<file path="src/rtl/seq_pkg.sv">
// Shared definitions for the serial pattern generator/detector pair:
// FSM encodings, default widths and the reference target patterns.
package seq_pkg;

    localparam int unsigned SEQ_WIDTH_DEF = 6;
    localparam int unsigned CNT_WIDTH_DEF = 4;
    localparam int unsigned GAP_WIDTH_DEF = 3;

    localparam logic [SEQ_WIDTH_DEF-1:0] PAT_A = 6'b111000;
    localparam logic [SEQ_WIDTH_DEF-1:0] PAT_B = 6'b101110;

    typedef enum logic [1:0] {
        IDLE = 2'd0,
        SEND = 2'd1,
        GAP  = 2'd2,
        DONE = 2'd3
    } state_e;

endpackage

</file>
<file path="src/rtl/seq_gen.sv">
// Serial pattern transmitter: sends a latched pattern MSB-first, rep+1 times,
// with a programmable number of idle cycles after every bit but the last.
module seq_gen
    import seq_pkg::*;
#(
    parameter int unsigned SEQ_WIDTH = SEQ_WIDTH_DEF,
    parameter int unsigned CNT_WIDTH = CNT_WIDTH_DEF,
    parameter int unsigned GAP_WIDTH = GAP_WIDTH_DEF
) (
    input  logic                 clk,
    input  logic                 rst,
    input  logic                 start_vld,
    output logic                 start_rdy,
    input  logic [SEQ_WIDTH-1:0] pat,
    input  logic [CNT_WIDTH-1:0] rep,
    input  logic [GAP_WIDTH-1:0] gap,
    input  logic                 abort,
    output logic                 dout,
    output logic                 dout_vld,
    output logic                 busy,
    output logic                 done
);

    localparam int unsigned BIT_W = (SEQ_WIDTH > 1) ? $clog2(SEQ_WIDTH) : 1;
    localparam logic [BIT_W-1:0] BIT_LAST = BIT_W'(SEQ_WIDTH - 1);

    state_e               state_q, state_d;
    logic [SEQ_WIDTH-1:0] pat_q, pat_d;
    logic [SEQ_WIDTH-1:0] shreg_q, shreg_d;
    logic [BIT_W-1:0]     bit_q, bit_d;
    logic [CNT_WIDTH-1:0] rep_q, rep_d;
    logic [GAP_WIDTH-1:0] gap_len_q, gap_len_d;
    logic [GAP_WIDTH-1:0] gap_cnt_q, gap_cnt_d;
    logic                 dout_q, dout_d;

    logic                 last_bit;
    logic                 adv_dout;
    logic [SEQ_WIDTH-1:0] adv_shreg;
    logic [BIT_W-1:0]     adv_bit;
    logic [CNT_WIDTH-1:0] adv_rep;

    always_ff @(posedge clk) begin
        if (rst) begin
            state_q   <= IDLE;
            pat_q     <= '0;
            shreg_q   <= '0;
            bit_q     <= '0;
            rep_q     <= '0;
            gap_len_q <= '0;
            gap_cnt_q <= '0;
            dout_q    <= 1'b0;
        end else begin
            state_q   <= state_d;
            pat_q     <= pat_d;
            shreg_q   <= shreg_d;
            bit_q     <= bit_d;
            rep_q     <= rep_d;
            gap_len_q <= gap_len_d;
            gap_cnt_q <= gap_cnt_d;
            dout_q    <= dout_d;
        end
    end

    // Next bit to drive; at a repetition boundary reload from the latched copy.
    always_comb begin
        last_bit = (bit_q == BIT_LAST) && (rep_q == '0);
        if (bit_q == BIT_LAST) begin
            adv_dout  = pat_q[SEQ_WIDTH-1];
            adv_shreg = {pat_q[SEQ_WIDTH-2:0], 1'b0};
            adv_bit   = '0;
            adv_rep   = rep_q - 1'b1;
        end else begin
            adv_dout  = shreg_q[SEQ_WIDTH-1];
            adv_shreg = {shreg_q[SEQ_WIDTH-2:0], 1'b0};
            adv_bit   = bit_q + 1'b1;
            adv_rep   = rep_q;
        end
    end

    always_comb begin
        state_d   = state_q;
        pat_d     = pat_q;
        shreg_d   = shreg_q;
        bit_d     = bit_q;
        rep_d     = rep_q;
        gap_len_d = gap_len_q;
        gap_cnt_d = gap_cnt_q;
        dout_d    = dout_q;

        unique case (state_q)
            IDLE: begin
                if (start_vld) begin
                    state_d   = SEND;
                    pat_d     = pat;
                    dout_d    = pat[SEQ_WIDTH-1];
                    shreg_d   = {pat[SEQ_WIDTH-2:0], 1'b0};
                    bit_d     = '0;
                    rep_d     = rep;
                    gap_len_d = gap;
                end
            end
            SEND: begin
                if (abort) begin
                    state_d = IDLE;
                end else if (last_bit) begin
                    state_d = DONE;
                end else if (gap_len_q != '0) begin
                    state_d   = GAP;
                    gap_cnt_d = gap_len_q - 1'b1;
                end else begin
                    dout_d  = adv_dout;
                    shreg_d = adv_shreg;
                    bit_d   = adv_bit;
                    rep_d   = adv_rep;
                end
            end
            GAP: begin
                if (abort) begin
                    state_d = IDLE;
                end else if (gap_cnt_q == '0) begin
                    state_d = SEND;
                    dout_d  = adv_dout;
                    shreg_d = adv_shreg;
                    bit_d   = adv_bit;
                    rep_d   = adv_rep;
                end else begin
                    gap_cnt_d = gap_cnt_q - 1'b1;
                end
            end
            DONE: begin
                state_d = IDLE;
            end
            default: begin
                state_d = IDLE;
            end
        endcase
    end

    // Status outputs decode directly from the state register.
    assign start_rdy = (state_q == IDLE);
    assign dout_vld  = (state_q == SEND);
    assign busy      = (state_q == SEND) || (state_q == GAP);
    assign done      = (state_q == DONE);
    assign dout      = dout_q;

endmodule

</file>
<file path="config.mk">
export PLATFORM = sky130hd
export DESIGN_NAME = seq_gen
export DESIGN_NICKNAME = d
export VERILOG_FILES = /design/src/rtl/seq_pkg.sv /design/src/rtl/seq_gen.sv
export SDC_FILE = /design/constraint.sdc
export NUM_CORES = 1
export LEC_CHECK = 0
export CORE_UTILIZATION = 40
export CTS_CLUSTER_SIZE = 25
export DETAILED_ROUTE_END_ITERATION = 7
export PLACE_DENSITY = 0.66
export SYNTH_ARGS = -nofsm -noshare
export SYNTH_HDL_FRONTEND = slang
export SYNTH_SLANG_ARGS = --single-unit
</file>
<file path="constraint.sdc">
create_clock -name clk -period 4.3 [get_ports clk]
set_clock_uncertainty 0.05 [all_clocks]
set_input_delay 0.86 -clock clk [delete_from_list [all_inputs] [get_ports clk]]
set_output_delay 0.86 -clock clk [all_outputs]
set_load 0.005 [all_outputs]
</file>
==> results.py, run 1 <==
metrics = {
    "status": {
        "outcome": "completed",
    },
    "cts": {
        "htreeDepth": 1,
        "clock-root-buffer": "clkbuf_8",
        "postCtsHoldBufs": 0,
        "clk_latency_ps": 280,
        "cts_inserted_buffers": 3,
        "cts_num_sinks": 27,
        "cts_resized": 0,
        "cts_tree": "built",
        "clkTransAtPathRegs_ps": 100,
        "postCtsSetupBuffers": 0,
        "clk_path_buf_depth": 2,
    },
    "route": {
        "num_vias": 1528,
        "drtAntennaViolNets": 0,
        "firstDrtPassIters": 4,
        "drt_iter0_markers": 89,
        "viasPerCell": 5.90,
        "post-route-drc-count": 0,
        "routed_wl_um": 3860,
        "wire_per_inst_um": 14.9,
    },
    "synthesis": {
        "yosys.area.top_type": "dfxtp_1",
        "synth.most_common_cell": "dfxtp_1",
        "synth_top_area_share_pct": 34.0,
        "yosys-top-cells-area": "dfxtp_1 34%, a21oi_1 8.2%, ha_1 6.3%, nand2_1 4.7%, nand3_1 3.5%",
        "syn_nets": 221,
        "synth_cell_types": 43,
        "synth-edff-count": 0,
        "syn_inst": 196,
        "ys_warn_count": 0,
        "synth_area_um2": 1590,
        "syn_area_per_cell_um2": 8.10,
        "ys_ff_latch": 27,
        "synth_common_cells": "27 x dfxtp_1, 26 x a21oi_1, 20 x nand2_1, 11 x nand3_1, 10 x nor2_1",
        "synth-async-reset-ratio_pct": 0,
        "ys.flop_type": "dfxtp_1",
        "ys_seq_area_share_pct": 34.0,
    },
    "critical_path": {
        "cp-end-kind": "primary output",
        "crit_fanout": 18,
        "required_ps": 3390,
        "worstSetupStartpointType": "flip-flop",
        "crit_arrival_ps": 2090,
        "crit_type": "flip-flop to primary output",
    },
    "pwr": {
        "clock_power_share_pct": 18.0,
        "switching_share_pct": 37.8,
        "power_switching_uw": 313,
        "p_leak_nw": 0.672,
        "p_int_uw": 514,
        "peakVddDrop_uv": 280,
        "power.density_nw_per_um2": 443,
        "pwr-share-comb_pct": 42.1,
        "pwr-share-seq_pct": 39.8,
    },
    "floorplanning": {
        "rows": 22,
        "chipHeight_um": 65.0,
        "dieArea_um2": 4230,
        "start_util_pct": 42.4,
        "die_w_um": 65.0,
        "core_um2": 3740,
        "io_pins": 22,
    },
    "sta": {
        "worst_pin_slew_ps": 1100,
        "totalNegativeSetupSlack_ps": 0,
        "setup_slack_ps": 1300,
        "slew_viol_final": 0,
        "max_slew_margin_pct": 26.6,
        "period_share_pct": 69.7,
        "hold_viol": 0,
        "fmax_mhz": 334,
        "period_needed_ps": 3000,
        "rsz0062_at_grt": "false",
        "setup_viol": 0,
    },
    "final_layout": {
        "fill_cells": 382,
        "antennaDiodeCount": 0,
        "drive_above_1_share_pct": 3.79,
        "fin_nets": 237,
        "synthToLayoutAreaGrowth_pct": 17.6,
    },
    "place": {
        "place.gp.congestion": 0.838,
        "hpwl_um": 2740,
        "pre_cts_ws_ps": 1200,
        "portBuffers": 21,
    },
    "global_route": {
        "grt_pass1_vias": 1455,
        "grt_max_degree": 31,
        "antenna_found_initial": 0,
        "grt_util_all_layers_pct": 19.8,
        "grt-ovfl-total": 0,
        "grt_first_pass_wirelength_um": 6600,
    },
    "flow_run": {
        "drv_cap": 0,
    },
    "min_path": {
        "hold_path.class": "flip-flop to flip-flop",
    },
}
-- power by group through the flow --
stage / registers [mW] / logic [mW] / clock network, mW
2_1_floorplan: 0.325 / 0.253 / 0
3_3_place_gp: 0.335 / 0.334 / 0
3_5_place_dp: 0.335 / 0.346 / 0
4_1_cts: 0.329 / 0.347 / 0.153
5_1_grt: 0.336 / 0.388 / 0.163
6_report: 0.330 / 0.348 / 0.149
-- worst max-delay path, cell delays in order, from the launching register on --
cell,delay (ps)
dfxtp_1,400
inv_1,100
ha_1,690
clkdlybuf4s50_1,620
-- per-layer routing --
metal | GRT usage (%) | vias to the layer above | wire [um]
met4 | 3.89 | 0 | 12
li1 | - | 771 | -
met3 | 4.05 | 2 | 142
met2 | 34.6 | 34 | 1880
met1 | 24.9 | 721 | 1830
met5 | 0 | - | 0
-- cells in the final DEF (no fill, tap or decap), types with 3 or more instances in the layout --
cell type,n
clkdlybuf4s50_1,21
a22o_1,5
a31oi_1,5
nand4_1,5
a21oi_1,26
dfxtp_1,27
o31ai_1,6
nand3_1,11
inv_1,4
o21ai_0,6
a211oi_1,5
ha_1,8
clkbuf_8,3
nor2_1,10
nor2b_1,8
nor3_1,7
nand2_1,20
-- registers in the layout, indices dropped and copies added (netlist names) --
register and count:
bit_q 3, dout 1, gap_cnt_q 3, gap_len_q 3, pat_q 6, rep_q 4
shreg_q 5, state_q 2
-- cells by family after synthesis --
| family | share of synthesized area [%] |
|---|---|
| adders and majority gates | 6.30 |
| buffers and inverters | 3.55 |
| and+or+nand+nor | 26.5 |
| muxes | 1.97 |
| DFF | 34.0 |
| AOI/OAI and AO/OA | 27.7 |
-- cell type report --
class | count | area (um2) | share of cell area [%]
Clock buffer | 3 | 41.3 | 2.21
Clock inverter | 1 | 5.00 | 0.268
Inverter | 5 | 18.8 | 1.01
Multi-Input combinational cell | 154 | 991 | 53.1
Sequential cell | 27 | 541 | 29.0
Tap cell | 48 | 60.1 | 3.22
Timing Repair Buffer | 21 | 210 | 11.3
-- through the flow --
stage	power, mW	util, %	hold slack, ps	area, um2	std cells
after floorplan	0.579	-	382	1590	196
after global placement	0.669	48.6	390	1820	255
after detailed placement	0.681	48.6	400	1820	255
after CTS	0.829	49.9	413	1870	259
after global routing	0.887	49.9	438	1870	259
final	0.827	49.9	411	1870	259
-- final timing paths --
path	startpoint	endpoint	slack (ps)	cells after the start
worst max-delay path	state_q[1]$_SDFFE_PP0P_	busy	1300	3
worst min-delay path	pat_q[3]$_SDFFE_PP0P_	pat_q[3]$_SDFFE_PP0P_	410	2
worst max register to register	state_q[0]$_SDFFE_PP0P_	dout$_SDFFE_PP0P_	1820	6
worst min register to register	pat_q[3]$_SDFFE_PP0P_	pat_q[3]$_SDFFE_PP0P_	410	2
No activity file was read; power rests on OpenSTA's default activity.
==> run 2: changes to the inputs <==
==> constraint.sdc (replaced) <==
create_clock -name clk -period 3.1 [get_ports clk]
set_clock_uncertainty 0.05 [all_clocks]
set_input_delay 0.62 -clock clk [delete_from_list [all_inputs] [get_ports clk]]
set_output_delay 0.62 -clock clk [all_outputs]
set_load 0.005 [all_outputs]
==> run 2 against run 1 <==
  * Cell area rose by 1.9%
  * Combinational power increased by 44%
  * Core utilization up 0.97 points
  * Hold slack better by 1.5 ps
  * Clock-buffer cell count grew 1
  * Power grew 40%
  * Register-to-register slack worse by 1200 ps
  * Via count is 2.4% higher
  * Non-clock buffer count is 5 higher
  * Routed wire length is 3.3% higher
==> results.py, run 2 (synthesis gave the netlist of run 1 again) <==
metrics = {
    "pwr": {
        "power.density_nw_per_um2": 610,
        "pwr-share-seq_pct": 39.6,
        "power_switching_uw": 434,
        "pwr-share-comb_pct": 43.1,
        "clock_power_share_pct": 17.3,
        "p_leak_nw": 0.693,
        "p_int_uw": 728,
        "switching_share_pct": 37.3,
        "peakVddDrop_uv": 278,
    },
    "cts": {
        "postCtsHoldBufs": 0,
        "cts_num_sinks": 27,
        "cts_resized": 0,
        "postCtsSetupBuffers": 0,
        "clock-root-buffer": "clkbuf_8",
        "clkTransAtPathRegs_ps": 90,
        "clk_path_buf_depth": 2,
        "htreeDepth": 1,
        "clk_latency_ps": 270,
        "cts_inserted_buffers": 3,
        "cts_tree": "built",
    },
    "place": {
        "hpwl_um": 2960,
        "dpl.cell_count": 260,
        "place.gp.congestion": 0.872,
        "portBuffers": 21,
    },
    "sta": {
        "fmax_mhz": 400,
        "totalNegativeSetupSlack_ps": 0,
        "max_slew_margin_pct": 50.2,
        "rsz0062_at_grt": "false",
        "hold_viol": 0,
        "setup_viol": 0,
        "period_share_pct": 80.6,
        "worst_pin_slew_ps": 748,
        "period_needed_ps": 2500,
        "slew_viol_final": 0,
    },
    "floorplanning": {
        "die_w_um": 65.0,
        "start_util_pct": 42.4,
        "rows": 22,
        "core_um2": 3740,
        "chipHeight_um": 65.0,
        "io_pins": 22,
        "dieArea_um2": 4230,
    },
    "min_path": {
        "hold_path.class": "flip-flop to flip-flop",
        "hold_path_end": "pat_q[1]$_SDFFE_PP0P_",
        "worstHoldPathCells": 2,
        "min_from": "pat_q[1]$_SDFFE_PP0P_",
    },
    "global_route": {
        "met2_usage_pct": 35.2,
        "grt_first_pass_wirelength_um": 6720,
        "grtUsageMet1_pct": 25.4,
        "grt_util_all_layers_pct": 20.3,
        "grt_pass1_vias": 1487,
        "antenna_found_initial": 0,
        "grt_max_degree": 20,
        "grt-ovfl-total": 0,
        "grt_util_met3_pct": 2.82,
        "grt-busiest-layer": "met2",
    },
    "route": {
        "viasPerCell": 5.93,
        "num_vias": 1565,
        "post-route-drc-count": 0,
        "routed_wl_um": 3990,
        "drt_iter0_markers": 121,
        "firstDrtPassIters": 4,
        "drtAntennaViolNets": 0,
        "wire_per_inst_um": 15.1,
    },
    "critical_path": {
        "cp_slowest_stage_delay_ps": 570,
        "crit_type": "flip-flop to flip-flop",
        "worstSetupStartpointType": "flip-flop",
        "cp-end-kind": "flip-flop",
        "critical_path.slowest_cell": "or4_1",
        "crit_arrival_ps": 2640,
        "r2r-end": "dout$_SDFFE_PP0P_",
        "required_ps": 3250,
        "r2r_slack_ps": 600,
        "r2r-start": "state_q[0]$_SDFFE_PP0P_",
        "crit_fanout": 12,
        "worst-path-buf-inv": 1,
        "cp_top_family": "compound AO/OA/AOI/OAI gates",
        "r2r_cells": 6,
        "crit_path_cell_trace": "inv_1 > ha_1 > o21a_1 > a2111o_1 > or4_1 > a21oi_1",
    },
    "final_layout": {
        "drive_above_1_share_pct": 5.56,
        "stdcell_count": 264,
        "mostFrequentLayoutCell": "dfxtp_1",
        "largest_reg_flops": 6,
        "fin_nets": 242,
        "synthToLayoutAreaGrowth_pct": 19.9,
        "regMostFlops": "pat_q",
        "mostFrequentLayoutCells": "27 x dfxtp_1, 26 x a21oi_1, 21 x clkdlybuf4s50_1, 20 x nand2_1, 11 x nand3_1",
        "reg_top3": "pat_q (6), shreg_q (5), rep_q (4)",
        "antennaDiodeCount": 0,
    },
    "status": {
        "outcome": "completed",
    },
    "flow_run": {
        "drv_cap": 0,
    },
}
[run 2: metrics by stage]
stage               hold slack, ps  cell area [um2]  util (%)  setup WS (ps)  power (mW)
finish                         413             1900      50.8            602        1.16
global route                   438             1900      50.8            416        1.25
CTS                            416             1900      50.8            606        1.16
detailed placement             403             1860      49.6            472       0.963
global placement               393             1860      49.6            528       0.942
floorplan                      382             1590         -            958       0.803
[run 2: layer usage]
| metal | wire [um] | vias to the layer above |
|---|---|---|
| met2 | 1980 | 31 |
| met4 | 43 | 0 |
| li1 | - | 774 |
| met1 | 1850 | 756 |
| met3 | 110 | 4 |
| met5 | 0 | - |
[run 2: layout make-up]
| cell class | count | area [um2] |
|---|---|---|
| Sequential cell | 27 | 541 |
| Clock buffer | 4 | 45.0 |
| Tap cell | 48 | 60.1 |
| Multi-Input combinational cell | 154 | 991 |
| Inverter | 5 | 18.8 |
| Timing Repair Buffer | 26 | 248 |
| Fill cell | 383 | 1840 |
[run 2: tightest hold or removal path: stages, from the launching register on]
cell and delay [ps]:
dfxtp_1 320, nand2_1 50, a21oi_1 50
[run 2: power groups by stage]
stage / Sequential, mW / Combinational (mW) / Clock (mW)
after global placement: 0.464 / 0.478 / 0
after global routing: 0.469 / 0.559 / 0.222
after detailed placement: 0.467 / 0.497 / 0
after CTS: 0.459 / 0.499 / 0.205
final: 0.461 / 0.501 / 0.201
after floorplan: 0.451 / 0.352 / 0
[run 2: worst max-delay path by stage]
stage,start,to,slack [ps],cells past startpoint
floorplan,state_q[1]$_SDFFE_PP0P_,dout$_SDFFE_PP0P_,960,6
global placement,abort,dout$_SDFFE_PP0P_,530,5
detailed placement,abort,dout$_SDFFE_PP0P_,470,5
CTS,state_q[0]$_SDFFE_PP0P_,dout$_SDFFE_PP0P_,610,6
global route,state_q[1]$_SDFFE_PP0P_,rep_q[1]$_SDFFE_PP0P_,420,6
finish,state_q[0]$_SDFFE_PP0P_,dout$_SDFFE_PP0P_,600,6
==> run 3: changes to the inputs <==
==> constraint.sdc (replaced) <==
create_clock -name clk -period 2.4 [get_ports clk]
set_clock_uncertainty 0.05 [all_clocks]
set_input_delay 0.48 -clock clk [delete_from_list [all_inputs] [get_ports clk]]
set_output_delay 0.48 -clock clk [all_outputs]
set_load 0.005 [all_outputs]
==> run 3 against run 2 <==
  * Register-to-register slack got worse by 400 ps
  * Power increased by 31%
  * Via count increased by 2.4%
  * Critical path depth unchanged
  * Setup slack got worse by 400 ps
  * Highest routed layer unchanged
  * Combinational power increased by 34%
  * Clock power increased by 29%
==> results.py, run 3 (synthesis gave the netlist of run 1 again) <==
metrics = {
    "critical_path": {
        "crit_arrival_ps": 2360,
        "crit_type": "flip-flop to flip-flop",
        "r2r_cells": 6,
        "required_ps": 2560,
        "crit_fanout": 4,
        "worstSetupStartpointType": "flip-flop",
        "cp-end-kind": "flip-flop",
    },
    "sta": {
        "worst_pin_slew_ps": 605,
        "period_needed_ps": 2200,
        "rsz0062_at_grt": "false",
        "period_share_pct": 91.7,
        "max_slew_margin_pct": 59.4,
        "totalNegativeSetupSlack_ps": 0,
        "slew_viol_final": 0,
        "hold_viol": 0,
        "fmax_mhz": 454,
        "setup_viol": 0,
    },
    "floorplanning": {
        "core_um2": 3740,
        "die_w_um": 65.0,
        "chipHeight_um": 65.0,
        "io_pins": 22,
        "start_util_pct": 42.4,
        "rows": 22,
        "dieArea_um2": 4230,
    },
    "place": {
        "hpwl_um": 2900,
        "portBuffers": 21,
        "place.gp.congestion": 0.811,
    },
    "route": {
        "post-route-drc-count": 0,
        "num_vias": 1602,
        "drtAntennaViolNets": 0,
        "wire_per_inst_um": 14.4,
        "firstDrtPassIters": 4,
        "routed_wl_um": 3920,
        "drt_iter0_markers": 79,
        "viasPerCell": 5.89,
    },
    "final_layout": {
        "mostFrequentLayoutCells": "27 x dfxtp_1, 26 x a21oi_1, 21 x clkdlybuf4s50_1, 20 x nand2_1, 13 x buf_4",
        "final_core_util_pct": 52.5,
        "regMostFlops": "pat_q",
        "reg_top3": "pat_q (6), shreg_q (5), rep_q (4)",
        "largest_reg_flops": 6,
        "antennaDiodeCount": 0,
        "synthToLayoutAreaGrowth_pct": 23.7,
        "mostFrequentLayoutCell": "dfxtp_1",
        "fin_nets": 250,
        "drive_above_1_share_pct": 9.38,
    },
    "global_route": {
        "grt_util_all_layers_pct": 19.4,
        "grt_first_pass_wirelength_um": 6450,
        "antenna_found_initial": 0,
        "grt_max_degree": 24,
        "grt-ovfl-total": 0,
        "grt_pass1_vias": 1413,
    },
    "cts": {
        "cts_resized": 0,
        "clk_latency_ps": 270,
        "clkTransAtPathRegs_ps": 90,
        "cts_num_sinks": 27,
        "postCtsHoldBufs": 0,
        "cts_inserted_buffers": 3,
        "clock-root-buffer": "clkbuf_8",
        "clk_path_buf_depth": 2,
        "htreeDepth": 1,
        "postCtsSetupBuffers": 0,
        "cts_tree": "built",
    },
    "pwr": {
        "power_switching_uw": 559,
        "clock_power_share_pct": 17.0,
        "pwr-share-seq_pct": 38.7,
        "pwr-share-comb_pct": 44.2,
        "peakVddDrop_uv": 286,
        "power_mw": 1.52,
        "p_leak_nw": 0.736,
        "p_int_uw": 962,
        "switching_share_pct": 36.8,
        "power.density_nw_per_um2": 775,
    },
    "flow_run": {
        "drv_cap": 0,
    },
    "min_path": {
        "worstHoldPathCells": 2,
        "hold_path.class": "flip-flop to flip-flop",
    },
    "status": {
        "outcome": "completed",
    },
}
-- run 3: worst max-delay path: stages (launching register included) --
cell	delay [ps]
dfxtp_1	400
inv_1	100
ha_1	230
o21a_1	220
a2111o_1	440
or4_1	550
a21oi_1	140
-- run 3: path summary, 6_finish.rpt --
check                               start               endpoint  slack, ps
setup / recovery  state_q[1]$_SDFFE_PP0P_      dout$_SDFFE_PP0P_        200
hold / removal      pat_q[0]$_SDFFE_PP0P_  pat_q[0]$_SDFFE_PP0P_        410
setup reg to reg  state_q[1]$_SDFFE_PP0P_      dout$_SDFFE_PP0P_        200
hold reg to reg     pat_q[0]$_SDFFE_PP0P_  pat_q[0]$_SDFFE_PP0P_        410
-- run 3: power by group through the flow --
stage,sequential [mW],clock [mW],combinational (mW)
3_5_place_dp,0.599,0,0.668
2_1_floorplan,0.583,0,0.454
6_report,0.590,0.259,0.673
5_1_grt,0.604,0.288,0.747
4_1_cts,0.589,0.268,0.672
3_3_place_gp,0.598,0,0.656
-- run 3: area by class of cell --
type	instances	area (um2)
tap	48	60.1
sequential	27	541
fill	364	1780
inverter	5	18.8
clock buffer	3	41.3
multi-input combinational	154	991
clock inverter	1	5.00
timing repair buffer	34	308
-- run 3: per-stage QoR --
stage / hold slack [ps] / area, um2 / std cells / setup WS (ps)
5_1_grt: 422 / 1960 / 272 / 120
6_report: 410 / 1960 / 272 / 199
4_1_cts: 409 / 1960 / 272 / 208
3_3_place_gp: 391 / 1920 / 268 / 155
2_1_floorplan: 382 / 1590 / 196 / 258
3_5_place_dp: 395 / 1920 / 268 / 111
-- run 3: per-layer routing --
metal | routed length [um] | share of wire (%) | track usage (%)
met3 | 140 | 3.6 | 2.99
met2 | 1890 | 48 | 33.7
met5 | 0 | 0 | 0
met1 | 1840 | 47 | 25.0
met4 | 52 | 1.3 | 4.17
==> edit: new RTL, settings of run 1 <==
Set the package constant `SEQ_WIDTH_DEF` to 12 (it was 6).
--- a/src/rtl/seq_pkg.sv
+++ b/src/rtl/seq_pkg.sv
@@ -2,7 +2,7 @@
 // FSM encodings, default widths and the reference target patterns.
 package seq_pkg;
 
-    localparam int unsigned SEQ_WIDTH_DEF = 6;
+    localparam int unsigned SEQ_WIDTH_DEF = 12;
     localparam int unsigned CNT_WIDTH_DEF = 4;
     localparam int unsigned GAP_WIDTH_DEF = 3;
 
Interface: changed (resized pat); port bits go from 22 to 28. The function was not compared with the original's and may differ.
==> edit against run 1 <==
Setup slack improved by 160 ps; cell area rose by 40%; critical path type unchanged; area after synthesis rose by 40%; power rose by 37%; synthesized cell count rose by 44%; wire length rose by 43%; hold slack got worse by 5.8 ps; largest power group is now sequential cells; sequential cell count rose by 13.
==> edit: results (changes against run 1) <==
[outcome]
run_status = finished clean

[global_routing]
grt_util_all_layers_pct = 19.9  ; +0.086 points
first_global_vias = 1923  ; +32%
global_route_wire_length_before_repair_um = 9260  ; +40%
grt_start_max_net_pins = 39  ; +26%

[placed_design]
placed_cells_incl_taps = 360  ; +41%
globalplace.congestion = 0.767  ; -8.4%
hpwlAfterDp_um = 3550  ; +30%

[setup_path]
timing.critical_path.fanout_max = 29  ; +11
cell_with_the_largest_stage_delay_on_the_worst_path = clkdlybuf4s50_1
reg2reg_setup_slack_ps = 1680  ; -140 ps
critPathArrivalTime_ps = 1920  ; -170 ps
cpPeakStageDelay_ps = 560  ; -130 ps
worst_setup_path_startpoint = state_q[0]$_SDFFE_PP0P_

[layout]
num-nets-final = 329  ; +39%
finish.cell_count_without_fillers = 368  ; +42%
filler_cell_count = 549  ; +44%
biggest_registers_after_layout = pat_q (12), shreg_q (11)
post_route_cells_drive_above_1_share_pct = 5.70  ; +1.9 points

[hold_path]
min_from = pat_q[6]$_SDFFE_PP0P_

[clock_network]
clock_latency_ps = 300  ; +20 ps
clock_tree.htree_level_count = 2  ; +1

[logic_synthesis]
synth_top_cells_by_area = dfxtp_1, nand2_1, a21oi_1, ha_1, clkbuf_1
ys_top_cells_by_count = nand2_1, dfxtp_1, a21oi_1, clkbuf_1, nor2_1
synth_sequential_area_ratio_pct = 35.9  ; +1.9 points
syn_nets = 315  ; +43%

[power]
vdd_ir_drop_max_v = 0.000212  ; -24%
p_leak_nw = 1.03  ; +54%

[sta]
tightest_slew_ps = 790  ; -308 ps
hold_slack_ps = 405  ; -5.76 ps

==> edit: cell count changes in the layout (fill, tap and decap cells not counted), sizes merged, moves of 6 or more <==
cell / before / now
nand2: 20 / 49
clkdlybuf4s50: 21 / 27
a21oi: 26 / 32
nor2: 10 / 17
nand3: 11 / 4
dfxtp: 27 / 40
or4: 2 / 8
==> edit: path summary, 6_finish.rpt <==
check | end | cells past startpoint
hold reg to reg | pat_q[6]$_SDFFE_PP0P_ | 2
setup reg to reg | shreg_q[9]$_SDFFE_PP0P_ | 6
hold / removal | pat_q[6]$_SDFFE_PP0P_ | 2
setup / recovery | busy | 4
==> edit: logic make-up after synthesis <==
kind of cell,Yosys count,share of synthesized area (%)
buf+inv,32,5.50
simple gates,111,25.4
flops,40,35.9
compound gates,88,26.7
mux,3,1.40
fa+ha+maj,9,5.05
==> edit: stage by stage <==
step / setup WS [ps] / instance area (µm²) / total power, mW
after floorplan: 2030 / 2230 / 0.751
after global placement: 1340 / 2530 / 0.870
after detailed placement: 1310 / 2530 / 0.874
after CTS: 1470 / 2620 / 1.14
after global routing: 1390 / 2620 / 1.21
final: 1470 / 2620 / 1.13
==> edit: worst min-delay path, cell delays in order, from the launching register on <==
cell and delay (ps):
dfxtp_1 310, nand2_1 50, a21oi_1 50
==> edit: area by class of cell <==
type	instances	area, µm²	share of cell area [%]
clock buffers	6	82.6	3.15
clock inverters	2	10.0	0.382
inverters	8	30.0	1.15
multi-input cells	211	1310	50.0
flip-flops and latches	40	801	30.5
well taps	70	87.6	3.34
repair buffers	31	300	11.5
==> edit: metal layers <==
layer / track usage (%) / share of wire [%] / routed length [µm] / vias up
li1: - / - / - / 1066
met1: 26.4 / 49 / 2690 / 984
met2: 31.2 / 45 / 2480 / 44
met3: 3.59 / 4.1 / 229 / 10
met4: 9.23 / 2.3 / 128 / 0
met5: 0 / 0 / 0 / -
==> edit: power breakdown <==
| group | switching (mW) | leakage, nW | internal (mW) |
|---|---|---|---|
| clock | 0.137 | 0.0510 | 0.128 |
| sequential | 0.0432 | 0.328 | 0.430 |
| combinational | 0.220 | 0.655 | 0.173 |
| total | 0.400 | 1.03 | 0.731 |
